<file path="src/rtl/clock_gen_pkg.sv">
// clock_gen_pkg: shared constants and load-state type for the programmable clock divider
package clock_gen_pkg;
   localparam int DIV_MIN = 2;
   localparam logic [7:0] TOGGLE_INC = 8'd3;
   localparam logic [7:0] TOGGLE_DEC = 8'd5;
   localparam logic [7:0] TOGGLE_RST = 8'h01;
   typedef enum logic {LD_IDLE, LD_PEND} ld_state_t;
endpackage

</file>
<file path="src/rtl/clock_div_prog_if.sv">
// clock_div_prog_if: control and status bundle of the programmable divider
interface clock_div_if #(parameter int DIV_W = 8);
   logic en;
   logic [DIV_W-1:0] div_val;
   logic div_load;
   logic div_busy;
   logic div_ack;
   logic div_err;
   logic clk_out;
   logic strobe;
   logic [7:0] toggle_counter;
   modport master (
      output en, div_val, div_load,
      input div_busy, div_ack, div_err, clk_out, strobe, toggle_counter
   );
   modport slave (
      input en, div_val, div_load,
      output div_busy, div_ack, div_err, clk_out, strobe, toggle_counter
   );
endinterface

</file>
<file path="src/rtl/div_period_counter.sv">
// div_period_counter: period counter, wrap detect and registered square wave
module div_period_counter #(
   parameter int DIV_W = 8
) (
   input  logic             clk_in,
   input  logic             rst,
   input  logic             en,
   input  logic             restart,
   input  logic [DIV_W-1:0] div_reg,
   output logic             wrap,
   output logic             clk_out
);
   logic [DIV_W-1:0] cnt, cnt_nxt;
   assign wrap = en & (cnt == div_reg - 1'b1);
   assign cnt_nxt = (restart | wrap) ? '0 : en ? cnt + 1'b1 : cnt;
   // a restart always lands on cnt==0, which is in the high half of any divisor >= 2
   always_ff @(posedge clk_in or posedge rst)
      if (rst) begin
         cnt <= '0;
         clk_out <= 1'b1;
      end else begin
         cnt <= cnt_nxt;
         clk_out <= restart | (cnt_nxt < (div_reg >> 1));
      end
endmodule

</file>
<file path="src/rtl/clock_div_prog.sv">
// clock_div_prog: runtime-programmable clock-enable divider with strobe, square wave
// and strobe-stepped toggle counter; divisor changes apply only on a period boundary
module clock_div_prog
   import clock_gen_pkg::*;
#(
   parameter int DIV_W       = 8,
   parameter int DIV_DEFAULT = 26
) (
   input logic        clk_in,
   input logic        rst,
   clock_div_if.slave bus
);
   ld_state_t state;
   logic [DIV_W-1:0] div_reg, pend_val;
   logic wrap, accept, reject, apply, step_phase;
   assign accept = bus.div_load & (state == LD_IDLE);
   assign reject = accept & (bus.div_val < DIV_W'(DIV_MIN));
   // a frozen period has no boundary to wait for, so apply immediately
   assign apply = (state == LD_PEND) & (wrap | ~bus.en);
   assign bus.div_busy = state == LD_PEND;
   div_period_counter #(.DIV_W(DIV_W)) u_cnt (
      .clk_in  (clk_in),
      .rst     (rst),
      .en      (bus.en),
      .restart (apply),
      .div_reg (div_reg),
      .wrap    (wrap),
      .clk_out (bus.clk_out)
   );
   always_ff @(posedge clk_in or posedge rst)
      if (rst) begin
         state <= LD_IDLE;
         div_reg <= DIV_W'(DIV_DEFAULT);
         pend_val <= '0;
         bus.div_ack <= 1'b0;
         bus.div_err <= 1'b0;
         bus.strobe <= 1'b0;
         bus.toggle_counter <= TOGGLE_RST;
         step_phase <= 1'b0;
      end else begin
         bus.div_ack <= apply;
         bus.div_err <= reject;
         bus.strobe <= wrap;
         if (wrap) begin
            bus.toggle_counter <= step_phase ? bus.toggle_counter - TOGGLE_DEC : bus.toggle_counter + TOGGLE_INC;
            step_phase <= ~step_phase;
         end
         if (apply) begin
            div_reg <= pend_val;
            state <= LD_IDLE;
         end else if (accept & ~reject) begin
            pend_val <= bus.div_val;
            state <= LD_PEND;
         end
      end
endmodule
</file>
<file path="src/flat_wrapper.sv">
// flat-port wrapper written by rule: the top's interface ports become plain ports
module clock_div_prog_flat import clock_gen_pkg::*;
#(
   parameter int DIV_W       = 8,
   parameter int DIV_DEFAULT = 26
)
  (clk_in, rst, bus_en, bus_div_val, bus_div_load, bus_div_busy, bus_div_ack, bus_div_err, bus_clk_out, bus_strobe, bus_toggle_counter);
  clock_div_if #(.DIV_W(DIV_W)) bus_i ();
  input logic clk_in;
  input logic rst;
  input wire logic [$bits(bus_i.en)-1:0] bus_en;
  input wire logic [$bits(bus_i.div_val)-1:0] bus_div_val;
  input wire logic [$bits(bus_i.div_load)-1:0] bus_div_load;
  output wire logic [$bits(bus_i.div_busy)-1:0] bus_div_busy;
  output wire logic [$bits(bus_i.div_ack)-1:0] bus_div_ack;
  output wire logic [$bits(bus_i.div_err)-1:0] bus_div_err;
  output wire logic [$bits(bus_i.clk_out)-1:0] bus_clk_out;
  output wire logic [$bits(bus_i.strobe)-1:0] bus_strobe;
  output wire logic [$bits(bus_i.toggle_counter)-1:0] bus_toggle_counter;
  assign bus_i.en = bus_en;
  assign bus_i.div_val = bus_div_val;
  assign bus_i.div_load = bus_div_load;
  assign bus_div_busy = bus_i.div_busy;
  assign bus_div_ack = bus_i.div_ack;
  assign bus_div_err = bus_i.div_err;
  assign bus_clk_out = bus_i.clk_out;
  assign bus_strobe = bus_i.strobe;
  assign bus_toggle_counter = bus_i.toggle_counter;
  clock_div_prog #(.DIV_W(DIV_W), .DIV_DEFAULT(DIV_DEFAULT)) u_core (.clk_in(clk_in), .rst(rst), .bus(bus_i));
endmodule
</file>
<file path="config.mk">
export PLATFORM = sky130hd
export DESIGN_NAME = clock_div_prog_flat
export DESIGN_NICKNAME = d
export VERILOG_FILES = /design/src/rtl/clock_gen_pkg.sv /design/src/rtl/clock_div_prog_if.sv /design/src/rtl/div_period_counter.sv /design/src/rtl/clock_div_prog.sv /design/src/flat_wrapper.sv
export SDC_FILE = /design/constraint.sdc
export NUM_CORES = 1
export LEC_CHECK = 0
export BUFFER_PORTS_ARGS = -buffer_cell sky130_fd_sc_hd__buf_2
export CORE_MARGIN = 2
export CORE_UTILIZATION = 30
export CTS_CLUSTER_SIZE = 12
export DETAILED_ROUTE_END_ITERATION = 10
export GPL_TIMING_DRIVEN = 0
export PLACE_DENSITY = 0.55
export RECOVER_POWER = 100
export SLEW_MARGIN = 0
export SYNTH_ARGS = -nofsm -noshare
export SYNTH_HDL_FRONTEND = slang
export SYNTH_HIERARCHICAL = 1
export SYNTH_SLANG_ARGS = --single-unit
</file>
<file path="constraint.sdc">
create_clock -name clk_in -period 4.4 [get_ports clk_in]
set_clock_uncertainty 0.1 [all_clocks]
set_input_delay 0.44 -clock clk_in [delete_from_list [all_inputs] [get_ports clk_in]]
set_output_delay 0.44 -clock clk_in [all_outputs]
set_load 0.05 [all_outputs]
</file>
==> results of run 1 <==
## repair_timing
item / CTS / global route
endpoints found under the setup margin: 0 / 1
resized for setup: 0 / 3
hold endpoints to repair: 0 / 0
## power by group
| group | internal [mW] | switching, mW | leakage, nW |
|---|---|---|---|
| clock network | 0.112 | 0.123 | 0.0452 |
| logic | 0.264 | 0.365 | 0.647 |
| registers | 0.471 | 0.122 | 0.470 |
## Yosys cell counts (all sizes together) (2+ instances only)
| cell | number | share of area, % |
|---|---|---|
| buf | 5 | 1.9 |
| xnor2 | 11 | 4.4 |
| nor4 | 2 | 0.57 |
| mux2 | 16 | 9.6 |
| nor2b | 2 | 0.57 |
| nor2 | 14 | 2.4 |
| xor2 | 10 | 4.0 |
| o21ai | 7 | 1.8 |
| dfstp | 5 | 6.0 |
| a21oi | 4 | 0.91 |
| o211a | 3 | 1.4 |
| nor3b | 2 | 0.68 |
| nand3 | 7 | 1.6 |
| nor3 | 6 | 1.4 |
| inv | 19 | 3.2 |
| o21a | 2 | 0.68 |
| and3b | 3 | 1.2 |
| ha | 13 | 7.4 |
| nand2 | 8 | 1.4 |
| a21o | 4 | 1.4 |
| dfrtp | 33 | 38 |
| nand2b | 2 | 0.57 |
| a41o | 2 | 0.91 |
| nand4 | 2 | 0.57 |
## area by class of cell
| type | instances | area, µm² |
|---|---|---|
| tap | 99 | 124 |
| fill | 732 | 4690 |
| clock buffer | 6 | 72.6 |
| clock inverter | 2 | 13.8 |
| sequential | 38 | 957 |
| buffer | 5 | 33.8 |
| multi-input combinational | 140 | 1110 |
| inverter | 19 | 71.3 |
| timing repair buffer | 24 | 103 |
## per-stage QoR
| stage | power, mW | hold WS, ns |
|---|---|---|
| 6_report | 1.46 | -0.00126 |
| 5_1_grt | 1.58 | 0.0240 |
| 4_1_cts | 1.50 | 0.0193 |
| 3_5_place_dp | 1.25 | 0.338 |
| 3_3_place_gp | 1.25 | 0.337 |
| 2_1_floorplan | 1.11 | 0.167 |
## critical path: cells and delay by family, from the launching register on
family	cells	cell delay [ns]
and+or+nand+nor	4	0.92
DFF	1	0.56
AOI/OAI and AO/OA	6	1.27
adders and majority gates	2	0.56
xor gates and xnor gates	1	0.14
buffers and inverters	3	0.46
## path summary, 6_finish.rpt
kind                                                                  to  cells past startpoint
worst max-delay path                      u_core/u_cnt/clk_out$_DFF_PP1_                     16
worst min-delay path                       u_core/u_cnt/cnt[4]$_DFF_PP0_                      2
worst max register to register            u_core/u_cnt/clk_out$_DFF_PP1_                     16
worst min register to register            u_core/pend_val[3]$_DFFE_PP0P_                      1
max in group asynchronous       u_core/bus.toggle_counter[7]$_DFFE_PP0P_                      2
min in group clk_in                       u_core/pend_val[0]$_DFFE_PP0P_                      2
## cell families (layout without fill, tap and decap cells)
| group | Yosys count | in the layout |
|---|---|---|
| mux | 17 | 17 |
| fa+ha+maj | 13 | 13 |
| flops | 38 | 38 |
| compound gates | 35 | 35 |
| simple gates | 54 | 54 |
| buf+inv | 24 | 56 |
| xor+xnor | 21 | 21 |
## metal layers
layer	wire, µm	vias up	GRT usage [%]	part of all wire (%)
met3	136	9	2.93	3.3
met4	87	0	5.70	2.1
met1	2200	701	16.8	53
met5	0	-	0	0
met2	1740	31	15.2	42
li1	-	780	-	-
==> metrics.md, run 1 <==
| Metric | Value |
|---|---|
| Most common flop cell mapped by yosys | `dfrtp_1` |
| Placed cells | `325` |
| Starting Density | `30.6%` |
| Worst EP arrival | `4.22 ns` |
| Ys Warns | `6` |
| R2r setup slk | `0.30 ns` |
| Area delta synth->final | `13.2%` |
| Row count | `31` |
| Cell Pwr Density | `586 nW/µm²` |
| 1st-iter DRT viols | `72` |
| Total track usage | `11.4%` |
| Root Buffer | `clkbuf_8` |
| Most frequent cells in the layout | `dfrtp_1, inv_1, clkbuf_1, nor2_1, ha_1` |
| Post-route cell area | `2490 µm²` |
| GPL Wtd Cong | `0.763` |
| Final core occ | `34.6%` |
| Synthesized area | `2200 µm²` |
| Most common cell after layout, fill and taps aside | `dfrtp_1` |
| 1st-pass router iterations | `4` |
| RSZ-0062 raised after global routing | `no` |
| Sequential share of the synthesized area | `43.6%` |
| Final min period | `4.10 ns` |
| Crit end category | `flip-flop` |
| CP Cell Sequence | `inv_1 -> ha_1 -> xor2_1 -> nand3_1 -> a211oi_1 -> and4_2 -> o21ai_4 -> inv_1 -> a41o_1 -> buf_4 -> nor2_1 -> ha_1 -> or3b_1 -> a221o_1 -> a41o_1 -> o211a_1` |
| Vias | `1521` |
| Worst min-delay path category | `input pin to asynchronous set/reset pin` |
| Total CTS buffers | `5` |
| FFs w/ async S/R, synth | `100%` |
| Post-CTS Hold Buffers | `0` |
| Vias in the first global route | `1427` |
| Slew HR | `23.3%` |
| Fmax | `0.244 GHz` |
| Clk_lat worst skew | `0.29 ns` |
| Status | `finished with violations` |
| Critical R2R Launch | `u_core/div_reg[1]$_DFFE_PP1P_` |
| GRT overflow | `0` |
| # DRC | `0` |
| I/O Buffers | `24` |
| Clock tree sinks | `38` |
| Max FO, Critical Path | `9` |
| Biggest cell delay along the critical path | `0.56 ns` |
| Syn_nets | `227` |
| HPWL after detailed placement | `3.12 mm` |
| Critical path required time | `4.52 ns` |
| Max Slew Vio Count | `0` |
| #FFs+latches synth | `38` |
| Largest family of logic cells by synthesized area | `simple AND/OR/NAND/NOR gates` |
| Min Hold Slack | `-0.00126 ns` |
| Post-CTS Setup Bufs | `0` |
| Simple-gate share of the synthesized area | `13.0%` |
| Area post-placement | `2440 µm²` |
| Final std cells w/o fill | `333` |
| Antenna viol nets, final | `0` |
| Leakage Power | `1.16 nW` |
| H-Tree Depth | `2` |
| Distinct cells, synth | `49` |
| Deepest clock path buffer count | `2` |
| Top-level I/O count | `25` |
| Worst Slack Setup Final | `0.304 ns` |
| CP max stage cell | `dfstp_2` |
| Post-synth EDFFs | `0` |
| Core ar. | `7180 µm²` |
| Inserted Diodes | `0` |
| Via-to-Cell Ratio | `4.57` |
| Final setup TNS | `0 ns` |
| Avg WL per Cell | `12.5 µm` |
| CTS tree | `built` |
| Endpoints failing setup | `0` |
| Mux cell area share after synthesis | `10.0%` |
| CP Launch Point | `u_core/div_reg[1]$_DFFE_PP1P_` |
| Share of cells above drive strength 1 | `16.2%` |
| First-pass GRT wire length | `6.93 mm` |
| DIE AREA | `8020 µm²` |
| Post-synthesis compound-gate area fraction | `12.5%` |
| Final Hold Viols | `8` |
| Die extent in x | `89.6 µm` |
| Initial antenna violation count | `0` |
| Adder-Cell Fraction of Synth Area | `7.40%` |
| Die Ht | `89.6 µm` |
| Post-place setup slack | `0.162 ns` |
| Syn Inst Count | `202` |
| Max-cap viol count | `0` |
| Period utilization | `93.1%` |
| Worst-margin pin slew | `1.15 ns` |
| Avg Inst Size Synth | `10.9 µm²` |
| Final WL | `4.16 mm` |
| Final Net Count | `258` |
| Pin count of the biggest net entering global routing | `30` |
| Reg clk slew, reported paths | `0.08 ns` |
| Startpoint types | `flip-flop` |
| Synth Area in XOR/XNOR | `8.37%` |
| Setup CP Type | `flip-flop to flip-flop` |
| Peak VDD IR | `0.000202 V` |
| Failing checks | `negative hold slack` |
(Power assumes the default switching activity.)
==> run 2, diff against run 1 <==
--- a/config.mk
+++ b/config.mk
@@ -11,7 +11,6 @@
 export CTS_CLUSTER_SIZE = 12
 export DETAILED_ROUTE_END_ITERATION = 10
 export GPL_TIMING_DRIVEN = 0
-export PLACE_DENSITY = 0.55
 export RECOVER_POWER = 100
 export SLEW_MARGIN = 0
 export SYNTH_ARGS = -nofsm -noshare
==> run 2 against run 1 <==
The run now ends clean. First-iteration DRC count is 49% higher. Clock power hardly changed. Combinational power is 0.6% higher. Sequential share of layout area is 0.058 points lower. Global-route usage is 0.18 points higher. Flip-flop and latch count stayed put. Die area stayed put. Wire length is 1.9% higher. Critical path type unchanged.
==> metrics.md, run 2 (synthesis results as in run 1) <==
| Metric | Value |
|---|---|
| Crit end category | `flip-flop` |
| Max FO, Critical Path | `9 (unchanged)` |
| Setup CP Type | `flip-flop to flip-flop` |
| Final setup TNS | `0 ns (unchanged)` |
| Final WL | `4.24 mm (+1.9%)` |
| Period utilization | `93.6% (+0.47 points)` |
| Final Hold Viols | `0 (-8)` |
| Total CTS buffers | `5 (unchanged)` |
| CTS tree | `built` |
| Deepest clock path buffer count | `2 (unchanged)` |
| HPWL after detailed placement | `3.23 mm (+3.6%)` |
| Worst min-delay path category | `input pin to asynchronous set/reset pin` |
| DIE AREA | `8020 µm² (unchanged)` |
| Total track usage | `11.6% (+0.18 points)` |
| Fmax | `0.243 GHz (-0.50%)` |
| Most frequent cells in the layout | `dfrtp_1, inv_1, clkbuf_1, nor2_1, ha_1` |
| RSZ-0062 raised after global routing | `no` |
| Register area | `957 µm² (unchanged)` |
| Area post-placement | `2440 µm² (unchanged)` |
| H-Tree Depth | `2 (unchanged)` |
| Die extent in x | `89.6 µm (unchanged)` |
| Max-cap viol count | `0 (unchanged)` |
| Inserted Diodes | `0 (unchanged)` |
| Endpoints failing setup | `0 (unchanged)` |
| I/O Buffers | `24 (unchanged)` |
| Final Net Count | `258 (unchanged)` |
| Post-route cell area | `2490 µm² (+0.15%)` |
| Final min period | `4.12 ns (+0.0206 ns)` |
| Power, Total | `1.46 mW (+0.53%)` |
| Worst-margin pin slew | `1.12 ns (-0.0325 ns)` |
| Critical path required time | `4.52 ns (about the same)` |
| Initial antenna violation count | `0 (unchanged)` |
| Peak VDD IR | `0.000186 V (-7.7%)` |
| Top-level I/O count | `25 (unchanged)` |
| Share of cells above drive strength 1 | `16.2% (unchanged)` |
| Row count | `31 (unchanged)` |
| Multi-input gate area | `1110 µm² (+0.34%)` |
| Most common cell after layout, fill and taps aside | `dfrtp_1` |
| First-pass GRT wire length | `7.12 mm (+2.7%)` |
| Vias | `1545 (+1.6%)` |
| Root Buffer | `clkbuf_8` |
| Vias in the first global route | `1463 (+2.5%)` |
| Reg clk slew, reported paths | `0.08 ns (about the same)` |
| Grt met2 use | `16.6% (+1.4 points)` |
| Pin count of the biggest net entering global routing | `30 (unchanged)` |
| Avg WL per Cell | `12.7 µm (+1.9%)` |
| Met1 Use GR | `17.0% (+0.14 points)` |
| GRT overflow | `0 (unchanged)` |
| Worst EP arrival | `4.24 ns (+0.02 ns)` |
| Clock tree sinks | `38 (unchanged)` |
| Slew HR | `25.4% (+2.2 points)` |
| Die Ht | `89.6 µm (unchanged)` |
| Cell Pwr Density | `588 nW/µm² (+0.38%)` |
| FILL cells | `727 (-0.68%)` |
| Busiest grt layer | `met1` |
| Startpoint types | `flip-flop` |
| Min Hold Slack | `0.00826 ns (+0.00951 ns)` |
| # DRC | `0 (unchanged)` |
| Area delta synth->final | `13.3%` |
| Clk_lat worst skew | `0.29 ns (about the same)` |
| Max Slew Vio Count | `0 (unchanged)` |
| Via-to-Cell Ratio | `4.64 (+1.6%)` |
| Core ar. | `7180 µm² (unchanged)` |
| 1st-iter DRT viols | `107 (+49%)` |
| GPL Wtd Cong | `0.779 (+2.1%)` |
| Leakage Power | `1.16 nW (about the same)` |
| Antenna viol nets, final | `0 (unchanged)` |
| 1st-pass router iterations | `4 (unchanged)` |
| Grt met3 use | `2.10% (-0.82 points)` |
| Starting Density | `30.6% (unchanged)` |
| Post-CTS Setup Bufs | `0 (unchanged)` |
| Status | `finished clean` |
## run 2: cell counts in the layout (fill, tap and decap cells not counted)
Identical to the previous run, type by type.
## run 2: worst max-delay path: stages (launching register included)
cell     delay (ns)
dfstp_2        0.56
inv_1          0.07
ha_1           0.23
or3_1          0.39
a31oi_2        0.23
and4_1         0.37
o21ai_4        0.15
inv_1          0.22
a41o_1         0.14
buf_4          0.16
nor2_1         0.08
ha_1           0.28
or3b_1         0.35
a221o_1        0.36
a41o_1         0.23
o211a_1        0.12
## run 2: per-stage QoR
step / worst slack (ns) / utilization, % / instances
after CTS: 0.129 / 35.2 / 333
after detailed placement: 0.173 / 34.0 / 325
after global placement: 0.160 / 34.0 / 325
after global routing: 0.0861 / 34.7 / 333
final: 0.283 / 34.7 / 333
after floorplan: 0.714 / - / 202
## run 2: where the power goes
group | switching [mW] | internal [mW]
logic | 0.368 | 0.265
clock network | 0.125 | 0.112
registers | 0.123 | 0.471
## run 2: layout make-up
cell class | count | area share, %
plain buffers | 5 | 1.36
clock buffers | 6 | 2.91
clock inverters | 2 | 0.553
inverters | 19 | 2.86
multi-input cells | 140 | 44.8
flip-flops and latches | 38 | 38.4
well taps | 99 | 4.97
repair buffers | 24 | 4.12
## run 2: path summary, 6_finish.rpt
path                                           startpoint                              to  slack, ns  cells after the start
max reg2reg                 u_core/div_reg[1]$_DFFE_PP1P_  u_core/u_cnt/clk_out$_DFF_PP1_       0.28                     15
max in group asynchronous                             rst    u_core/bus.div_ack$_DFF_PP0_       3.18                      2
min                                                   rst   u_core/u_cnt/cnt[6]$_DFF_PP0_      0.008                      2
max                         u_core/div_reg[1]$_DFFE_PP1P_  u_core/u_cnt/clk_out$_DFF_PP1_       0.28                     15
min in group clk_in                        bus_div_val[0]  u_core/pend_val[0]$_DFFE_PP0P_       0.28                      2
min reg2reg                u_core/pend_val[3]$_DFFE_PP0P_  u_core/pend_val[3]$_DFFE_PP0P_       0.39                      1
## run 2: what timing repair did
action	in CTS	in global routing
endpoints found under the setup margin	0	1
gates resized for setup	0	4
hold buffers	0	0
## run 2: layer usage
layer	share of wire (%)	wire, µm
met3	2.8	119
met1	51	2180
met4	1.5	63
met5	0	0
met2	44	1880
==> run 3, diff against run 2 <==
--- a/config.mk
+++ b/config.mk
@@ -6,12 +6,11 @@
 export NUM_CORES = 1
 export LEC_CHECK = 0
 export BUFFER_PORTS_ARGS = -buffer_cell sky130_fd_sc_hd__buf_2
-export CORE_MARGIN = 2
+export CORE_MARGIN = 5
 export CORE_UTILIZATION = 30
 export CTS_CLUSTER_SIZE = 12
 export DETAILED_ROUTE_END_ITERATION = 10
 export GPL_TIMING_DRIVEN = 0
-export RECOVER_POWER = 100
 export SLEW_MARGIN = 0
 export SYNTH_ARGS = -nofsm -noshare
 export SYNTH_HDL_FRONTEND = slang
==> run 3 against run 2 <==
Hold slack gained 0.0039 ns. Sequential power is essentially flat. Global-route usage shrank 1.4 points. Clock power grew 22%. Worst setup slack gained 0.042 ns. Flip-flop and latch count is the same. Wire length grew 3.1%. Register-to-register slack gained 0.04 ns. Cell area grew 2.9%. Sequential share of layout area shrank 1.1 points. Via count grew 1.9%. Largest power group unchanged.
==> metrics.md, run 3 (synthesis results as in run 1) <==
| Metric | Value |
|---|---|
| Status | `finished clean` |
| Cell family with the largest share of critical-path delay | `compound AO/OA/AOI/OAI gates` |
| Max FO, Critical Path | `9 (unchanged)` |
| Power, Total | `1.56 mW (+6.5%)` |
| Peak VDD IR | `0.000191 V (+2.5%)` |
| Final Hold Viols | `0 (unchanged)` |
| Root Buffer | `clkbuf_8` |
| Vias in the first global route | `1573 (+7.5%)` |
| Die extent in x | `95.6 µm (+6.7%)` |
| Final WL | `4.37 mm (+3.1%)` |
| Via-to-Cell Ratio | `4.73 (+1.9%)` |
| GPL Wtd Cong | `0.799 (+2.6%)` |
| CP max stage cell | `dfstp_2` |
| GRT overflow | `0 (unchanged)` |
| 1st-iter DRT viols | `70 (-35%)` |
| Period utilization | `92.6% (-0.96 points)` |
| FILL cells | `721 (-0.83%)` |
| Critical path required time | `4.52 ns (about the same)` |
| Total track usage | `10.2% (-1.4 points)` |
| Final Net Count | `258 (unchanged)` |
| Biggest cell delay along the critical path | `0.56 ns (about the same)` |
| Worst-margin pin slew | `1.19 ns (+0.0772 ns)` |
| Multi-input gate area | `1140 µm² (+2.2%)` |
| Max Slew Vio Count | `0 (unchanged)` |
| Setup CP Type | `flip-flop to flip-flop` |
| CP bufs+invs | `3 (unchanged)` |
| DIE AREA | `9140 µm² (+14%)` |
| Post-CTS Hold Buffers | `0 (unchanged)` |
| Inserted Diodes | `0 (unchanged)` |
| Worst min-delay path category | `input pin to asynchronous set/reset pin` |
| Startpoint types | `flip-flop` |
| CTS tree | `built` |
| Reg clk slew, reported paths | `0.07 ns (about the same)` |
| # DRC | `0 (unchanged)` |
| Share of cells above drive strength 1 | `27.4% (+11 points)` |
| Core ar. | `7180 µm² (unchanged)` |
| Fmax | `0.245 GHz (+1.0%)` |
| Post-route cell area | `2560 µm² (+2.9%)` |
| Total CTS buffers | `5 (unchanged)` |
| CP Cell Sequence | `inv_1 -> ha_1 -> xor2_1 -> nand3_1 -> a211oi_2 -> and4_2 -> o21ai_2 -> inv_2 -> a41o_1 -> buf_4 -> nor2_1 -> ha_1 -> or3b_1 -> a221o_1 -> a41o_1 -> o211a_1` |
| Slew HR | `20.3% (-5.2 points)` |
| RSZ-0062 raised after global routing | `no` |
| Clk_lat worst skew | `0.28 ns (about the same)` |
| Crit end category | `flip-flop` |
| Max-cap viol count | `0 (unchanged)` |
| Area delta synth->final | `16.6%` |
| Final min period | `4.07 ns (-0.0421 ns)` |
| Row count | `31 (unchanged)` |
| HPWL after detailed placement | `3.35 mm (+3.7%)` |
| Top-level I/O count | `25 (unchanged)` |
| First-pass GRT wire length | `7.33 mm (+2.9%)` |
| I/O Buffers | `24 (unchanged)` |
| Deepest clock path buffer count | `2 (unchanged)` |
| Clock tree sinks | `38 (unchanged)` |
| 1st-pass router iterations | `4 (unchanged)` |
| Pin count of the biggest net entering global routing | `30 (unchanged)` |
| Endpoints failing setup | `0 (unchanged)` |
| Worst EP arrival | `4.19 ns (-0.05 ns)` |
| Avg WL per Cell | `13.1 µm (+3.1%)` |
| Leakage Power | `1.25 nW (+7.7%)` |
| Post-CTS Setup Bufs | `0 (unchanged)` |
| Min Hold Slack | `0.0122 ns (+0.00392 ns)` |
| Cts repair resizes | `0 (unchanged)` |
| Die Ht | `95.6 µm (+6.7%)` |
| Register area | `957 µm² (unchanged)` |
| Final core occ | `35.7% (+1.0 points)` |
| Most common cell after layout, fill and taps aside | `dfrtp_1` |
| Antenna viol nets, final | `0 (unchanged)` |
| Vias | `1574 (+1.9%)` |
| Final setup TNS | `0 ns (unchanged)` |
| Cell Pwr Density | `609 nW/µm² (+3.5%)` |
| Most frequent cells in the layout | `dfrtp_1, buf_2, inv_1, nor2_1, ha_1` |
| Area post-placement | `2440 µm² (unchanged)` |
| H-Tree Depth | `2 (unchanged)` |
| Starting Density | `30.6% (unchanged)` |
| Initial antenna violation count | `0 (unchanged)` |
[run 3: metal layers]
metal  GRT usage, %  vias up  share of wire (%)
li1               -      780                  -
met1           13.6      759                 50
met2           16.2       27                 46
met3           1.82        8                2.7
met4           4.27        0                1.6
met5              0        -                  0
[run 3: through the flow]
stage,std cells,setup slack (ns)
floorplan,202,0.714
detailed placement,325,0.0777
global route,333,0.0482
finish,333,0.326
global placement,325,0.158
CTS,333,0.0419
[run 3: path summary, 6_finish.rpt]
path | from | to | slack [ns] | cells after the start
worst max-delay path | u_core/div_reg[1]$_DFFE_PP1P_ | u_core/u_cnt/clk_out$_DFF_PP1_ | 0.33 | 16
worst min-delay path | rst | u_core/u_cnt/cnt[7]$_DFF_PP0_ | 0.01 | 2
worst max register to register | u_core/div_reg[1]$_DFFE_PP1P_ | u_core/u_cnt/clk_out$_DFF_PP1_ | 0.33 | 16
worst min register to register | u_core/bus.toggle_counter[5]$_DFFE_PP0P_ | u_core/bus.toggle_counter[5]$_DFFE_PP0P_ | 0.41 | 2
max in group asynchronous | rst | u_core/bus.toggle_counter[1]$_DFFE_PP0P_ | 3.11 | 2
min in group clk_in | bus_div_val[0] | u_core/pend_val[0]$_DFFE_PP0P_ | 0.29 | 2
[run 3: final cells by class]
| type | instances | share of cell area (%) |
|---|---|---|
| Timing Repair Buffer | 24 | 4.69 |
| Clock inverter | 3 | 1.56 |
| Tap cell | 99 | 4.83 |
| Sequential cell | 38 | 37.4 |
| Multi-Input combinational cell | 140 | 44.5 |
| Inverter | 19 | 2.78 |
| Buffer | 5 | 1.61 |
| Clock buffer | 5 | 2.69 |
[run 3: where the power goes]
group | switching, mW | total [mW] | internal, mW | leakage, nW
registers | 0.123 | 0.594 | 0.472 | 0.470
clock network | 0.122 | 0.289 | 0.167 | 0.0579
logic | 0.379 | 0.676 | 0.297 | 0.725
